--- src/rtl/issue_stage_b.sv ---
// issue_stage_b
// Decode/issue stage for superscalar lane B. It decodes a fetched instruction
// into the execute type code and reads the register file. It sign-extends the
// immediate, then loads everything into the ID/EX pipeline register under a
// valid/ready handshake.
//
// Ports
//   clk, rst          : clock, synchronous active-high reset
//   in_valid/in_ready : fetch-side handshake
//   in_ir, in_pc      : instruction word and its PC
//   rs1_addr/rs2_addr : register file read addresses (combinational)
//   rf_rdata1/2       : register file read data for those addresses
//   a_dst_valid/a_dst : older lane-A destination in the same bundle
//   ex_load_valid/dst : load currently in EX and its destination
//   out_valid/ready   : execute-side handshake
//   out_a/b/pc/ir/imm : registered operands and payload
//   out_type          : 3-bit execute type code
//   out_rd/out_wen    : destination register and its write enable
//   out_illegal       : only when ILLEGAL_OP_TRAP_EN is defined
//
// Optional feature macro: ILLEGAL_OP_TRAP_EN
//   Defined  : unknown opcodes (other than 111111) raise out_illegal. Once such
//              an instruction is accepted, the stage stops accepting until reset.
//   Undefined: unknown opcodes decode silently as NOP.
module issue_stage_b #(
  parameter int XLEN    = 32,
  parameter int RADDR_W = 5
) (
  input  logic               clk,
  input  logic               rst,
  input  logic               in_valid,
  output logic               in_ready,
  input  logic [XLEN-1:0]    in_ir,
  input  logic [XLEN-1:0]    in_pc,
  output logic [RADDR_W-1:0] rs1_addr,
  output logic [RADDR_W-1:0] rs2_addr,
  input  logic [XLEN-1:0]    rf_rdata1,
  input  logic [XLEN-1:0]    rf_rdata2,
  input  logic               a_dst_valid,
  input  logic [RADDR_W-1:0] a_dst,
  input  logic               ex_load_valid,
  input  logic [RADDR_W-1:0] ex_load_dst,
  output logic               out_valid,
  input  logic               out_ready,
  output logic [XLEN-1:0]    out_a,
  output logic [XLEN-1:0]    out_b,
  output logic [XLEN-1:0]    out_pc,
  output logic [XLEN-1:0]    out_ir,
  output logic [XLEN-1:0]    out_imm,
  output logic [2:0]         out_type,
  output logic [RADDR_W-1:0] out_rd,
  output logic               out_wen
`ifdef ILLEGAL_OP_TRAP_EN
  ,
  output logic               out_illegal
`endif
);

  typedef enum logic [2:0] {
    TYPE_RR    = 3'b000,
    TYPE_RI    = 3'b001,
    TYPE_LOAD  = 3'b010,
    TYPE_STORE = 3'b011,
    TYPE_NOP   = 3'b111
  } exec_type_e;

  logic [5:0]         opcode;
  logic [RADDR_W-1:0] rd_field;
  exec_type_e         dec_type;
  logic               use_rs1;
  logic               use_rs2;
  logic               hazard;
  logic               dec_wen;
  logic [XLEN-1:0]    dec_imm;
  logic               accept;
  logic               stop_accept;

  logic               valid_q, valid_d;
  logic [XLEN-1:0]    a_q, a_d;
  logic [XLEN-1:0]    b_q, b_d;
  logic [XLEN-1:0]    pc_q, pc_d;
  logic [XLEN-1:0]    ir_q, ir_d;
  logic [XLEN-1:0]    imm_q, imm_d;
  exec_type_e         type_q, type_d;
  logic [RADDR_W-1:0] rd_q, rd_d;
  logic               wen_q, wen_d;

  assign opcode   = in_ir[31:26];
  assign rd_field = in_ir[25:21];

  // Opcode to execute type. Anything outside the known ranges becomes NOP.
  always_comb begin
    dec_type = TYPE_NOP;
    if (opcode <= 6'd7) begin
      dec_type = TYPE_RR;
    end else if ((opcode >= 6'd8) && (opcode <= 6'd12)) begin
      dec_type = TYPE_RI;
    end else if (opcode == 6'd16) begin
      dec_type = TYPE_LOAD;
    end else if (opcode == 6'd17) begin
      dec_type = TYPE_STORE;
    end
  end

  // A store sources its data from the rd field, so it goes out on read port 2.
  always_comb begin
    rs2_addr = '0;
    if (dec_type == TYPE_RR) begin
      rs2_addr = in_ir[15:11];
    end else if (dec_type == TYPE_STORE) begin
      rs2_addr = rd_field;
    end
  end

  assign rs1_addr = in_ir[20:16];
  assign use_rs1  = (dec_type != TYPE_NOP);
  assign use_rs2  = (dec_type == TYPE_RR) || (dec_type == TYPE_STORE);

  function automatic logic src_blocked(input logic [RADDR_W-1:0] src,
                                       input logic a_v, input logic [RADDR_W-1:0] a_d_in,
                                       input logic l_v, input logic [RADDR_W-1:0] l_d);
    return (src != '0) && ((a_v && (src == a_d_in)) || (l_v && (src == l_d)));
  endfunction

  assign hazard = (use_rs1 && src_blocked(rs1_addr, a_dst_valid, a_dst, ex_load_valid, ex_load_dst)) ||
                  (use_rs2 && src_blocked(rs2_addr, a_dst_valid, a_dst, ex_load_valid, ex_load_dst));

  assign dec_wen = ((dec_type == TYPE_RR) || (dec_type == TYPE_RI) || (dec_type == TYPE_LOAD)) &&
                   (rd_field != '0);
  assign dec_imm = ((dec_type == TYPE_RR) || (dec_type == TYPE_NOP)) ? '0 :
                   {{(XLEN-16){in_ir[15]}}, in_ir[15:0]};

`ifdef ILLEGAL_OP_TRAP_EN
  logic dec_illegal;
  logic illegal_q, illegal_d;
  logic trap_q, trap_d;

  // NOP decode comes either from 111111 or from an unknown opcode.
  assign dec_illegal = (dec_type == TYPE_NOP) && (opcode != 6'h3F);
  assign stop_accept = trap_q;
  assign out_illegal = illegal_q;
`else
  assign stop_accept = 1'b0;
`endif

  // in_ready is held low during the reset cycle so nothing slips past reset.
  assign in_ready = !rst && (!valid_q || out_ready) && !hazard && !stop_accept;
  assign accept   = in_valid && in_ready;

  // Next state: load on accept, bubble when consumed with nothing new,
  // otherwise hold. Payload never changes on a bubble.
  always_comb begin
    valid_d = valid_q;
    a_d     = a_q;
    b_d     = b_q;
    pc_d    = pc_q;
    ir_d    = ir_q;
    imm_d   = imm_q;
    type_d  = type_q;
    rd_d    = rd_q;
    wen_d   = wen_q;
`ifdef ILLEGAL_OP_TRAP_EN
    illegal_d = illegal_q;
    trap_d    = trap_q;
`endif
    if (accept) begin
      valid_d = 1'b1;
      a_d     = rf_rdata1;
      b_d     = rf_rdata2;
      pc_d    = in_pc;
      ir_d    = in_ir;
      imm_d   = dec_imm;
      type_d  = dec_type;
      rd_d    = rd_field;
      wen_d   = dec_wen;
`ifdef ILLEGAL_OP_TRAP_EN
      illegal_d = dec_illegal;
      trap_d    = trap_q || dec_illegal;
`endif
    end else if (out_ready) begin
      valid_d = 1'b0;
    end
  end

  always_ff @(posedge clk) begin
    if (rst) begin
      valid_q <= 1'b0;
      a_q     <= '0;
      b_q     <= '0;
      pc_q    <= '0;
      ir_q    <= '0;
      imm_q   <= '0;
      type_q  <= TYPE_NOP;
      rd_q    <= '0;
      wen_q   <= 1'b0;
`ifdef ILLEGAL_OP_TRAP_EN
      illegal_q <= 1'b0;
      trap_q    <= 1'b0;
`endif
    end else begin
      valid_q <= valid_d;
      a_q     <= a_d;
      b_q     <= b_d;
      pc_q    <= pc_d;
      ir_q    <= ir_d;
      imm_q   <= imm_d;
      type_q  <= type_d;
      rd_q    <= rd_d;
      wen_q   <= wen_d;
`ifdef ILLEGAL_OP_TRAP_EN
      illegal_q <= illegal_d;
      trap_q    <= trap_d;
`endif
    end
  end

  assign out_valid = valid_q;
  assign out_a     = a_q;
  assign out_b     = b_q;
  assign out_pc    = pc_q;
  assign out_ir    = ir_q;
  assign out_imm   = imm_q;
  assign out_type  = type_q;
  assign out_rd    = rd_q;
  assign out_wen   = wen_q;

endmodule
--- config.mk ---
export PLATFORM = sky130hd
export DESIGN_NAME = issue_stage_b
export DESIGN_NICKNAME = d
export VERILOG_FILES = /design/src/rtl/issue_stage_b.sv
export SDC_FILE = /design/constraint.sdc
export NUM_CORES = 1
export LEC_CHECK = 0
export ABC_AREA = 1
export BUFFER_PORTS_ARGS = -buffer_cell sky130_fd_sc_hd__buf_2
export CAP_MARGIN = 25
export CORE_MARGIN = 2
export CORE_UTILIZATION = 47
export DETAILED_ROUTE_END_ITERATION = 7
export PLACE_DENSITY = 0.78
export RECOVER_POWER = 100
export SYNTH_ARGS = -nofsm -noshare
export SYNTH_HDL_FRONTEND = slang
export SYNTH_SLANG_ARGS = --single-unit
--- constraint.sdc ---
create_clock -name clk -period 2 [get_ports clk]
set_input_delay 0.2 -clock clk [delete_from_list [all_inputs] [get_ports clk]]
set_output_delay 0.2 -clock clk [all_outputs]
set_load 0.01 [all_outputs]
## After elaboration in Yosys (flattened, before gate mapping)

Cells that the tools add are included.

| storage, ports and cells | value |
|---|---|
| flip-flop bits (word level) | 170 |
| input bits | 144 |
| output and inout bits | 181 |
| logic and storage cells | 61 |

| cells by class | value |
|---|---|
| magnitude comparators | 3 |
| equality and inequality tests | 11 |
| mux-type cells | 9 |
| reduce and logical (&&, ||, !) cells | 29 |

Operators by type and width:

| operator | number |
|---|---|
| 32-bit 2-to-1 mux | 1 |
| 5-bit == test | 4 |
| 5-bit nonzero test | 3 |
| 1-bit logical AND | 13 |
| 6-bit by 5-bit == test with 1-bit output (second input constant) | 2 |
| 3-bit 2-to-1 mux | 4 |
| 5-bit 2-to-1 mux | 2 |
| 1-bit logical OR | 8 |
| 3-bit by 2-bit == test with 1-bit output (second input constant) | 2 |
| 6-bit by 4-bit >= comparator with 1-bit output (second input constant) | 1 |
| 6-bit by 3-bit less-or-equal comparator with 1-bit output (second input constant) | 1 |
| 6-bit by 4-bit less-or-equal comparator with 1-bit output (second input constant) | 1 |
| 3-bit by 1-bit == test with 1-bit output (second input constant) | 1 |
| 3-bit == test (second input constant) | 1 |
| 1-bit logical NOT | 3 |
| 3-bit logical NOT | 1 |
| 3-bit != test (second input constant) | 1 |
| 1-bit 2-to-1 mux | 2 |
| 2-bit nonzero test | 1 |

## Longest topological paths before layout

Gate-level depths: netlist of the first run.

| logic depth | value |
|---|---|
| word-level depth | 18 |
| depth in mapped cells | 17 |
| depth with buffers taken out | 15 |

## Worst setup path after synthesis of the first run

No wires, ideal clock.

| path | value |
|---|---|
| kind | input to output |
| start point | input port in_ir[31] |
| end point | output port in_ready |
| arrival time | 1.544 ns |
| data required time | 1.800 ns |
| setup slack | 0.256 ns |
| stages on the path | 14 |
| path buffers | 2 |
| cell sequence | nor2_4 nand2_4 nand2_1 nand2_1 nand2_1 nand2_1 nand2_1 nor2_1 nand3_1 nand2_1 nand2_1 buf_2 buf_2 and2_1 |

| on the way | value |
|---|---|
| longest elaborated chain between the ends | 16 |
| elaborated cells between the ends (all ways) | 28 |
| those cells by class | order compare: 3; eq/ne: 6; mux: 6; reduce/logical: 13 |

Ends and longest elaborated chain:

| element | line | RTL |
|---|---|---|
| from (decl) | 33 | `input logic [XLEN-1:0] in_ir,` |
| branches (longest 4 deep; another with 6-bit by 4-bit >= comparator with 1-bit output) | -- |  |
| 3-bit 2-to-1 mux (*) | 94 | `if (opcode <= 6'd7) begin` |
| 3-bit by 2-bit == test with 1-bit output | 110, 117 |  |
| 5-bit 2-to-1 mux | 110 | `end else if (dec_type == TYPE_STORE) begin` |
| 5-bit 2-to-1 mux | 108 | `if (dec_type == TYPE_RR) begin` |
| 5-bit == test | 122 | `return (src != '0) && ((a_v && (src == a_d_in)) \|\| (l_v && (src == l_d)));` |
| 1-bit logical AND | 122 |  |
| 1-bit logical OR | 122 |  |
| 1-bit logical AND | 122 |  |
| 1-bit logical AND | 126 | `(use_rs2 && src_blocked(rs2_addr, a_dst_valid, a_dst, ex_load_valid, ex_load_dst));` |
| 1-bit logical OR (*) | 125 | `assign hazard = (use_rs1 && src_blocked(rs1_addr, a_dst_valid, a_dst, ex_load_valid, ex_load_dst)) \|\|` |
| 1-bit logical NOT (*) | 147 | `assign in_ready = !rst && (!valid_q \|\| out_ready) && !hazard && !stop_accept;` |
| 1-bit logical AND (*) | 147 |  |
| to (decl) | 32 | `output logic in_ready,` |

Every way passes the cells marked *.

## Worst setup path after layout of the first run

Same ends and word-level chain as after synthesis.

==> summary.txt, run 1 <==
Min path
  • Cells on Worst Hold Path: 3
  • Startpoint of the lowest-slack hold path: rf_rdata2[11]
  • Type of the most critical hold path: input pin to register
  • Worst hold endpoint: out_b[11]

Clocking
  • Clock Sinks: 149
  • Clock H-tree levels: 4
  • Clock tree from TritonCTS: built
  • Source-to-sink clock delay at the later pin of the worst-skew pair: 420 ps
  • Clock Tree Root: sky130_fd_sc_hd__clkbuf_16
  • Clock Path Buffers: 2
  • Number of CTS-inserted buffers: 17
  • Clk pin slew, worst setup/hold paths: 70 ps

Synthesis
  • Number of synthesized flops with an enable pin: 0
  • Number of instances in the synthesized netlist: 1075
  • Number of warnings printed during yosys synthesis: 0
  • Share of flip-flops with an asynchronous set or reset after synthesis: 0%
  • Share of Yosys cell area claimed by the top area cell type: 43.3%
  • Post-synthesis net count: 1219
  • Most used standard cell by instance count after synthesis: sky130_fd_sc_hd__nand2_1
  • Largest area contributor in the synthesized netlist: sky130_fd_sc_hd__dfxtp_1
  • Portion of the post-synthesis area used by sequential elements: 43.3%
  • Synth unique cells: 26
  • Synth Cell Area: 6880 µm²
  • Most frequent cells after synthesis: 298 x sky130_fd_sc_hd__nand2_1, 260 x sky130_fd_sc_hd__nor2_1, 151 x sky130_fd_sc_hd__inv_1
  • Seq cells post-synth: 149
  • Dominant cells by area after synthesis: sky130_fd_sc_hd__dfxtp_1 43%, sky130_fd_sc_hd__nand2_1 16%, sky130_fd_sc_hd__nor2_1 14%
  • Avg Cell Area, Syn: 6.40 µm²
  • Most used flip-flop cell after synthesis: sky130_fd_sc_hd__dfxtp_1

GRT
  • Number of antenna violations at the first check in global routing: 0
  • Global-route usage over all layers: 26.8%
  • Final global-route overflow total: 0
  • Maximum number of pins on one net before global-route repair: 116
  • Via count of the first global-routing pass: 7235
  • Global-route wire length before repair: 34.3 mm

Drt
  • Routed vias: 7751
  • First drt pass iteration count: 6
  • Final wirelength: 22.0 mm
  • Routed length on met2: 10.7 mm
  • Highest routed metal layer: met4
  • Number of DRC violations after detailed routing: 0
  • Routed wire length per instance: 13.3 µm
  • Post-detailed-route via-to-cell ratio: 4.71
  • Detail Route met3 WL: 1.70 mm
  • Number of DRC markers in iteration 0: 491
  • Post-Route M1 WL: 8.77 mm
  • Antenna Nets Post-Route: 0

STA
  • Rel. slew slack: 60.1%
  • Period utilisation layout: 101%
  • Shortest period the worst path allows: 2010 ps
  • Final hold violation count: 0
  • Finish-stage setup viols: 1
  • Worst clock skew on the final layout: 11.3 ps
  • Maximum clock rate: 0.497 GHz
  • Worst-case hold slack: 7.11 ps
  • Post-route setup slack: -11.7 ps
  • Total negative slack: -11.7 ps
  • Transition time at the pin with the least slew margin: 599 ps
  • Max-slew violation count: 0

Floorplan
  • Starting density of the core: 47.7%
  • Site Rows: 44
  • DIE AREA: 15600 µm²
  • Die X-Extent: 125 µm
  • Core Footprint: 14400 µm²
  • I/O Pins: 325
  • Chip Height: 125 µm

Critical path
  • Arrival time at the worst endpoint: 1810 ps
  • Startpoint of the worst-slack reg-to-reg timing path: out_valid
  • Number of cells traversed by the worst register-to-register path: 10
  • Largest fanout on the critical path: 7
  • Reg2Reg Setup Slack: 440 ps
  • Worst setup path class: input pin to output port
  • Endpoint of the lowest-slack register-to-register path: out_pc[7]
  • Required time at the worst-slack endpoint: 1800 ps
  • Capturing element type of the critical path: output port
  • Nature of the critical path startpoint: input pin

Cells and area
  • Count of inserted antenna diode cells: 0
  • Final net count: 1593
  • Fraction of layout cells with a size suffix above 1: 19.8%
  • Synth-to-layout area growth: 44.4%
  • Finished Layout Cells: 1646

Placement
  • Number of cells in the design after placement: 1550
  • IO Port Bufs: 324
  • Post-detail-place hpwl: 14.5 mm
  • GPL Wtd Cong: 0.944

Power and ir drop
  • Leakage power: 0.00519 µW
  • Total power per unit cell area: 802 nW/µm²
  • Overall power: 7970 µW
  • Largest voltage drop on the vdd net: 0.620 mV

Status
  • Violations in the final reports: negative setup slack
  • Run status: finished, violations left

Flow run
  • Number of maximum-capacitance violations: 0
-- sequential cells by signal (all words and copies together) (netlist names) --
register and cells:
out_b 32, out_ir 32, out_imm 16, out_type 3, out_pc 32, out_valid 1
out_wen 1, out_a 32
-- routing by layer --
layer | global-route usage, % | up-vias
met3 | 6.46 | 58
met1 | 31.1 | 3429
li1 | - | 3937
met4 | 12.6 | 0
met2 | 46.7 | 327
met5 | 0 | -
-- cell usage in the layout, fill, tap and decap left out, drive strengths merged --
| master | Yosys | routed |
|---|---|---|
| bufinv | 0 | 3 |
| clkinvlp | 0 | 3 |
| nand2 | 300 | 300 |
| xnor2 | 1 | 1 |
| inv | 154 | 157 |
| o31ai | 1 | 1 |
| and2 | 1 | 1 |
| nand4 | 37 | 37 |
| o22ai | 6 | 6 |
| a31oi | 1 | 1 |
| o21ai | 4 | 4 |
| or4 | 1 | 1 |
| a21oi | 36 | 36 |
| buf | 62 | 227 |
| nor3 | 1 | 1 |
| clkbuf | 21 | 177 |
| dlygate4sd3 | 0 | 53 |
| nor2 | 263 | 263 |
| o211ai | 1 | 1 |
| dfxtp | 149 | 149 |
| clkinv | 0 | 4 |
| nand3 | 36 | 36 |
-- power breakdown --
part           leakage [µW]  internal [µW]  switching (µW)  total, µW
Combinational       0.00367            572             809       1380
Sequential          0.00123           3160             102       3260
Clock              0.000291           2010            1310       3320
Total               0.00519           5750            2220       7970
-- logic make-up after synthesis --
logic type	after synthesis	share of synthesized area, %
xor gates and xnor gates	1	0.127
AOI/OAI and AO/OA	49	3.76
DFF	149	43.3
buffers and inverters	237	15.2
and+or+nand+nor	639	37.6
-- layout make-up --
| cell class | count | area (µm²) |
|---|---|---|
| Inverter | 154 | 579 |
| Timing Repair Buffer | 438 | 2560 |
| Clock inverter | 13 | 170 |
| Clock buffer | 19 | 443 |
| Multi-Input combinational cell | 689 | 2970 |
| Sequential cell | 149 | 2980 |
| Fill cell | 1268 | 4490 |
| Tap cell | 184 | 230 |
-- through the flow --
step	worst slack, ps	utilization (%)	cell area [µm²]
final	-11.7	68.9	9940
after detailed placement	-147	60.8	8770
after CTS	5.48	68.7	9910
after floorplan	256	-	6880
after global routing	-64.8	68.9	9940
after global placement	-114	60.8	8770
-- worst max-delay path by stage --
| stage | slack (ps) | end | cells past startpoint | start |
|---|---|---|---|---|
| after global placement | -110 | out_a[15] | 19 | in_ir[29] |
| after floorplan | 260 | in_ready | 14 | in_ir[31] |
| after global routing | -60 | in_ready | 15 | in_ir[30] |
| final | -10 | in_ready | 15 | in_ir[31] |
| after CTS | 5 | in_ready | 16 | in_ir[29] |
| after detailed placement | -150 | out_a[30] | 19 | in_ir[29] |
-- worst max-delay path, cell delays in order --
cell and delay (ps):
sky130_fd_sc_hd__buf_4 140, sky130_fd_sc_hd__nor2_4 120, sky130_fd_sc_hd__buf_12 140, sky130_fd_sc_hd__nand2_8 80, sky130_fd_sc_hd__nand2_1 120, sky130_fd_sc_hd__nand2_2 80, sky130_fd_sc_hd__nand3_1 100, sky130_fd_sc_hd__nand2_1 50
sky130_fd_sc_hd__nor2_1 110, sky130_fd_sc_hd__nand3_1 80, sky130_fd_sc_hd__nand2_1 70, sky130_fd_sc_hd__nand2_2 100, sky130_fd_sc_hd__buf_8 140, sky130_fd_sc_hd__and2_1 120, sky130_fd_sc_hd__buf_2 140
-- timing repair --
| action | 4_1_cts | 5_1_grt |
|---|---|---|
| hold buffers | 53 | 0 |
| setup buffers | 0 | 11 |
| setup endpoints to repair | 1 | 1 |
| gates resized for setup | 1 | 32 |
| endpoints found under the hold margin | 53 | 0 |
| pin swaps | 1 | 12 |
(Power assumes the default switching activity.)
==> run 2: changes to the inputs <==
--- a/config.mk
+++ b/config.mk
@@ -8,6 +8,7 @@
 export ABC_AREA = 1
 export BUFFER_PORTS_ARGS = -buffer_cell sky130_fd_sc_hd__buf_2
 export CAP_MARGIN = 25
+export CORE_ASPECT_RATIO = 0.7
 export CORE_MARGIN = 2
 export CORE_UTILIZATION = 47
 export DETAILED_ROUTE_END_ITERATION = 7
==> run 2 against run 1 <==
  * Final area down 4.9%
  * Via count fell by 4.7%
  * Critical path type unchanged
  * The flow now finishes without violations
  * Hold slack better by 3.5 ps
==> summary.txt, run 2 (same netlist as run 1, synthesis figures left out) <==
Power and ir drop
  • Largest voltage drop on the vdd net: 0.532 mV
  • Leakage power: 0.00492 µW
  • Overall power: 7750 µW
  • Total power per unit cell area: 820 nW/µm²

Placement
  • Post-detail-place hpwl: 15.4 mm
  • Worst slack at placement: -169 ps
  • IO Port Bufs: 324
  • Cell area reported after detailed placement: 8810 µm²
  • GPL Wtd Cong: 0.961

STA
  • Maximum clock rate: 0.519 GHz
  • Finish-stage setup viols: 0
  • Max-slew violation count: 0
  • Worst clock skew on the final layout: 7.45 ps
  • Period utilisation layout: 96.3%
  • Rel. slew slack: 61.9%
  • Final hold violation count: 0
  • Worst-case hold slack: 10.7 ps
  • Shortest period the worst path allows: 1930 ps
  • Post-route setup slack: 73.5 ps
  • Transition time at the pin with the least slew margin: 570 ps

Clocking
  • Clk pin slew, worst setup/hold paths: 70 ps
  • Number of buffers added to fix hold violations after cts: 0
  • Clock H-tree levels: 4
  • Clock Sinks: 149
  • Source-to-sink clock delay at the later pin of the worst-skew pair: 400 ps
  • Clock Tree Root: sky130_fd_sc_hd__clkbuf_16
  • Clock tree from TritonCTS: built
  • Number of CTS-inserted buffers: 17
  • Clock Path Buffers: 2

Critical path
  • Capturing element type of the critical path: output port
  • Arrival time at the worst endpoint: 1730 ps
  • Largest fanout on the critical path: 6
  • Required time at the worst-slack endpoint: 1800 ps
  • Worst setup path class: input pin to output port
  • Nature of the critical path startpoint: input pin

Drt
  • Number of DRC violations after detailed routing: 0
  • Final wirelength: 21.0 mm
  • Routed vias: 7387
  • Antenna Nets Post-Route: 0
  • First drt pass iteration count: 5
  • Post-detailed-route via-to-cell ratio: 4.62
  • Routed wire length per instance: 13.1 µm
  • Number of DRC markers in iteration 0: 480

Cells and area
  • Design Area, Final: 9450 µm²
  • Commonest cells after routing, fill and taps aside: 291 x sky130_fd_sc_hd__nand2_1, 257 x sky130_fd_sc_hd__nor2_1, 175 x sky130_fd_sc_hd__clkbuf_1
  • Final net count: 1540
  • End-of-flow core utilization: 67.0%
  • Count of fill cells added during filler insertion: 1351
  • Fraction of layout cells with a size suffix above 1: 19.2%
  • Footprint of the multi-input gates: 2980 µm²
  • Synth-to-layout area growth: 37.3%
  • Area taken by flip-flops and latches: 2980 µm²
  • Most common cell after layout, fill and taps aside: sky130_fd_sc_hd__nand2_1

Floorplan
  • Starting density of the core: 48.8%
  • DIE AREA: 15600 µm²
  • Chip Height: 105 µm
  • Site Rows: 36
  • Core Footprint: 14100 µm²
  • Die X-Extent: 149 µm
  • I/O Pins: 325

GRT
  • Global-route wire length before repair: 32.6 mm
  • Global-route usage over all layers: 25.8%
  • Maximum number of pins on one net before global-route repair: 116
  • Final global-route overflow total: 0
  • Number of antenna violations at the first check in global routing: 1
  • Via count of the first global-routing pass: 6703

Flow run
  • Number of maximum-capacitance violations: 0

Status
  • Run status: completed

Min path
  • Type of the most critical hold path: input pin to register
[run 2: per-stage QoR]
step	TNS [ps]	instances
after global routing	-26.9	1600
after floorplan	0	1075
final	0	1600
after detailed placement	-18100	1549
after CTS	0	1582
after global placement	-8970	1549
[run 2: cell type report]
type / instances / area share [%]
antenna: 1 / 0.0265
multi-input combinational: 690 / 31.5
timing repair buffer: 384 / 22.0
sequential: 149 / 31.6
clock buffer: 19 / 4.79
inverter: 154 / 6.18
tap: 190 / 2.52
clock inverter: 13 / 1.43
[run 2: repair_timing]
item                                    4_1_cts  5_1_grt
pin swaps                                     2       14
resized for setup                             9       22
gates cloned                                  0        1
setup buffers                                 1       16
endpoints found under the setup margin        1        1
[run 2: routing by layer]
layer  GRT usage [%]  vias up  share of wire [%]
met3            7.88       37                9.6
li1                -     3835                  -
met1            33.1     3219                 43
met5               0        -                  0
met2            41.8      296                 46
met4            7.62        0                2.2
[run 2: path summary, 6_finish.rpt]
| kind | cells after the start | to | startpoint | slack (ps) |
|---|---|---|---|---|
| min | 3 | out_pc[7] | in_pc[7] | 10 |
| max reg2reg | 10 | out_b[30] | out_valid | 510 |
| min reg2reg | 2 | out_imm[8] | out_imm[8] | 460 |
| max | 14 | in_ready | in_ir[31] | 70 |
[run 2: worst max-delay path: stages]
cell and delay, ps:
sky130_fd_sc_hd__buf_2 140, sky130_fd_sc_hd__nor2_4 130, sky130_fd_sc_hd__buf_12 140, sky130_fd_sc_hd__buf_6 100, sky130_fd_sc_hd__nand3_2 80, sky130_fd_sc_hd__nand2_1 140
sky130_fd_sc_hd__nand2_1 80, sky130_fd_sc_hd__inv_1 90, sky130_fd_sc_hd__nor2_1 50, sky130_fd_sc_hd__nand3_1 90, sky130_fd_sc_hd__nand2_2 70, sky130_fd_sc_hd__buf_6 120
sky130_fd_sc_hd__and2_1 140, sky130_fd_sc_hd__buf_2 140
[run 2: report_power, final]
| group | total [µW] | leakage, µW | internal (µW) | switching (µW) |
|---|---|---|---|---|
| Sequential | 3260 | 0.00123 | 3160 | 102 |
| Clock | 3180 | 0.000284 | 1820 | 1360 |
| Combinational | 1310 | 0.00341 | 524 | 786 |
==> run 3: changes to the inputs <==
--- a/config.mk
+++ b/config.mk
@@ -12,6 +12,7 @@
 export CORE_MARGIN = 2
 export CORE_UTILIZATION = 47
 export DETAILED_ROUTE_END_ITERATION = 7
+export HOLD_SLACK_MARGIN = 0.12
 export PLACE_DENSITY = 0.78
 export RECOVER_POWER = 100
 export SYNTH_ARGS = -nofsm -noshare
==> run 3 against run 2 <==
  * Die area did not move
  * Clock skew rose by 4.4 ps
  * Combinational power rose by 19%
  * Global-route usage rose by 5.1 points
  * Critical path depth fell by 1
  * Final area rose by 13%
  * Sequential power barely moved
  * Power rose by 3.7%
  * Sequential cell count did not move
  * Clock-buffer cell count did not move
  * Sequential share of layout area fell by 3.7 points
  * Core utilization rose by 8.8 points
  * Critical endpoint unchanged
  * Largest cell class is now buffers
==> summary.txt, run 3 (same netlist as run 1, synthesis figures left out) <==
Drt
  • Routed vias: 8402
  • Post-detailed-route via-to-cell ratio: 4.88
  • Final wirelength: 25.3 mm
  • Number of DRC markers in iteration 0: 600
  • Routed wire length per instance: 14.7 µm
  • Antenna Nets Post-Route: 0
  • Number of DRC violations after detailed routing: 0
  • First drt pass iteration count: 7

Cells and area
  • Final net count: 1662
  • Count of fill cells added during filler insertion: 1084
  • Fraction of layout cells with a size suffix above 1: 18.8%
  • End-of-flow core utilization: 75.9%
  • Most common cell after layout, fill and taps aside: sky130_fd_sc_hd__nand2_1
  • Synth-to-layout area growth: 55.4%
  • Commonest cells after routing, fill and taps aside: 291 x sky130_fd_sc_hd__nand2_1, 257 x sky130_fd_sc_hd__nor2_1, 165 x sky130_fd_sc_hd__buf_2

Flow run
  • Number of maximum-capacitance violations: 0

Min path
  • Type of the most critical hold path: input pin to register

Placement
  • GPL Wtd Cong: 0.961
  • Post-detail-place hpwl: 15.4 mm
  • IO Port Bufs: 324

Critical path
  • Worst setup path class: input pin to output port
  • Max stage delay on crit path: 170 ps
  • Nature of the critical path startpoint: input pin
  • Required time at the worst-slack endpoint: 1800 ps
  • Critical-path cell with the highest stage delay: sky130_fd_sc_hd__a21oi_2
  • Arrival time at the worst endpoint: 1740 ps
  • Cells traversed along the worst timing path: buf_2 -> nor2_4 -> buf_12 -> buf_4 -> o211ai_1 -> nand2_1 -> nor2_1 -> buf_4 -> nor2_2 -> a21oi_2 -> buf_6 -> and2_1 -> buf_2
  • Capturing element type of the critical path: output port
  • Largest fanout on the critical path: 6

Status
  • Run status: completed

GRT
  • Maximum number of pins on one net before global-route repair: 116
  • Final global-route overflow total: 0
  • Global-route wire length before repair: 38.8 mm
  • Number of antenna violations at the first check in global routing: 1
  • Most utilized layer in the global route result: met2
  • Met3 Usage GRT: 9.35%
  • Via count of the first global-routing pass: 7933
  • Met1 GRT Util: 36.2%
  • Global-route usage over all layers: 30.8%
  • GRT met2 Usage: 51.8%

Clocking
  • Clock tree from TritonCTS: built
  • Clock Sinks: 149
  • Clock Tree Root: sky130_fd_sc_hd__clkbuf_16
  • Clock H-tree levels: 4
  • Source-to-sink clock delay at the later pin of the worst-skew pair: 420 ps
  • Number of CTS-inserted buffers: 17
  • Clk pin slew, worst setup/hold paths: 60 ps
  • Clock Path Buffers: 2

STA
  • Rel. slew slack: 61.1%
  • Period utilisation layout: 96.8%
  • Maximum clock rate: 0.516 GHz
  • Worst clock skew on the final layout: 11.8 ps
  • Transition time at the pin with the least slew margin: 582 ps
  • Worst-case hold slack: 139 ps
  • Final hold violation count: 0
  • Shortest period the worst path allows: 1940 ps
  • Finish-stage setup viols: 0
  • Max-slew violation count: 0

Floorplan
  • I/O Pins: 325
  • Starting density of the core: 48.8%
  • Site Rows: 36
  • Die X-Extent: 149 µm
  • Chip Height: 105 µm
  • Core Footprint: 14100 µm²
  • DIE AREA: 15600 µm²

Power and ir drop
  • Largest voltage drop on the vdd net: 0.538 mV
  • Leakage power: 0.00550 µW
  • Total power per unit cell area: 752 nW/µm²
  • Switching fraction of total power: 29.6%
  • Combinational power share: 19.4%
  • Internal Dissipation: 5660 µW
  • Sw Pwr: 2380 µW
  • Share of total power in the clock network: 39.9%
  • Share of power burned in registers: 40.7%
==> run 3: cell types whose count changed in the layout (fill, tap and decap cells not counted) <==
cell                            change
sky130_fd_sc_hd__dlygate4sd3_1    +122
sky130_fd_sc_hd__buf_2             +17
sky130_fd_sc_hd__clkbuf_1          -17
==> run 3: worst max-delay path: cells and delay by family <==
family                 cells  cell delay [ps]
buffers and inverters      6              840
AND/OR/NAND/NOR            5              440
AO/OA/AOI/OAI              2              270
==> run 3: area by class of cell <==
type / instances / area, µm² / area share, %
tap: 190 / 238 / 2.22
sequential: 149 / 2980 / 27.9
inverter: 154 / 584 / 5.46
timing repair buffer: 506 / 3320 / 31.1
clock buffer: 19 / 453 / 4.24
antenna: 1 / 2.50 / 0.0234
clock inverter: 13 / 135 / 1.26
multi-input combinational: 690 / 2980 / 27.8
==> run 3: metrics by stage <==
| step | setup TNS, ps | instance area (µm²) | std cells | setup WS, ps | power, µW |
|---|---|---|---|---|---|
| 6_report | 0 | 10700 | 1722 | 63.3 | 8040 |
| 5_1_grt | -43.8 | 10700 | 1722 | -43.8 | 8370 |
| 4_1_cts | 0 | 10700 | 1703 | 6.26 | 8000 |
| 3_5_place_dp | -18100 | 8810 | 1549 | -169 | 4630 |
| 3_3_place_gp | -8970 | 8810 | 1549 | -90.0 | 4610 |
| 2_1_floorplan | 0 | 6880 | 1075 | 256 | 4020 |
==> run 3: per-layer routing <==
layer | wire [µm] | up-vias
met4 | 1110 | 0
met5 | 0 | -
li1 | - | 4094
met1 | 9730 | 3806
met2 | 12000 | 405
met3 | 2400 | 97
==> run 3: repair_timing <==
action / 4_1_cts / 5_1_grt
pin swaps: 2 / 14
setup endpoints to repair: 1 / 1
gates resized for setup: 9 / 21
cloned: 0 / 1
hold endpoints to repair: 121 / 1
setup buffers: 1 / 16
hold buffers: 121 / 1
==> run 3: path summary, 6_finish.rpt <==
kind | startpoint | endpoint | slack (ps) | cells after the start
hold / removal | in_ir[14] | out_ir[14] | 140 | 3
hold reg to reg | out_ir[8] | out_ir[8] | 460 | 2
setup reg to reg | out_valid | out_pc[13] | 410 | 9
setup / recovery | in_ir[31] | in_ready | 60 | 13
==> run 3: power groups by stage <==
stage	clock (µW)	sequential (µW)	combinational, µW
floorplan	0	3410	612
global placement	0	3320	1290
detailed placement	0	3320	1310
CTS	3240	3260	1510
global route	3370	3290	1710
finish	3210	3270	1560
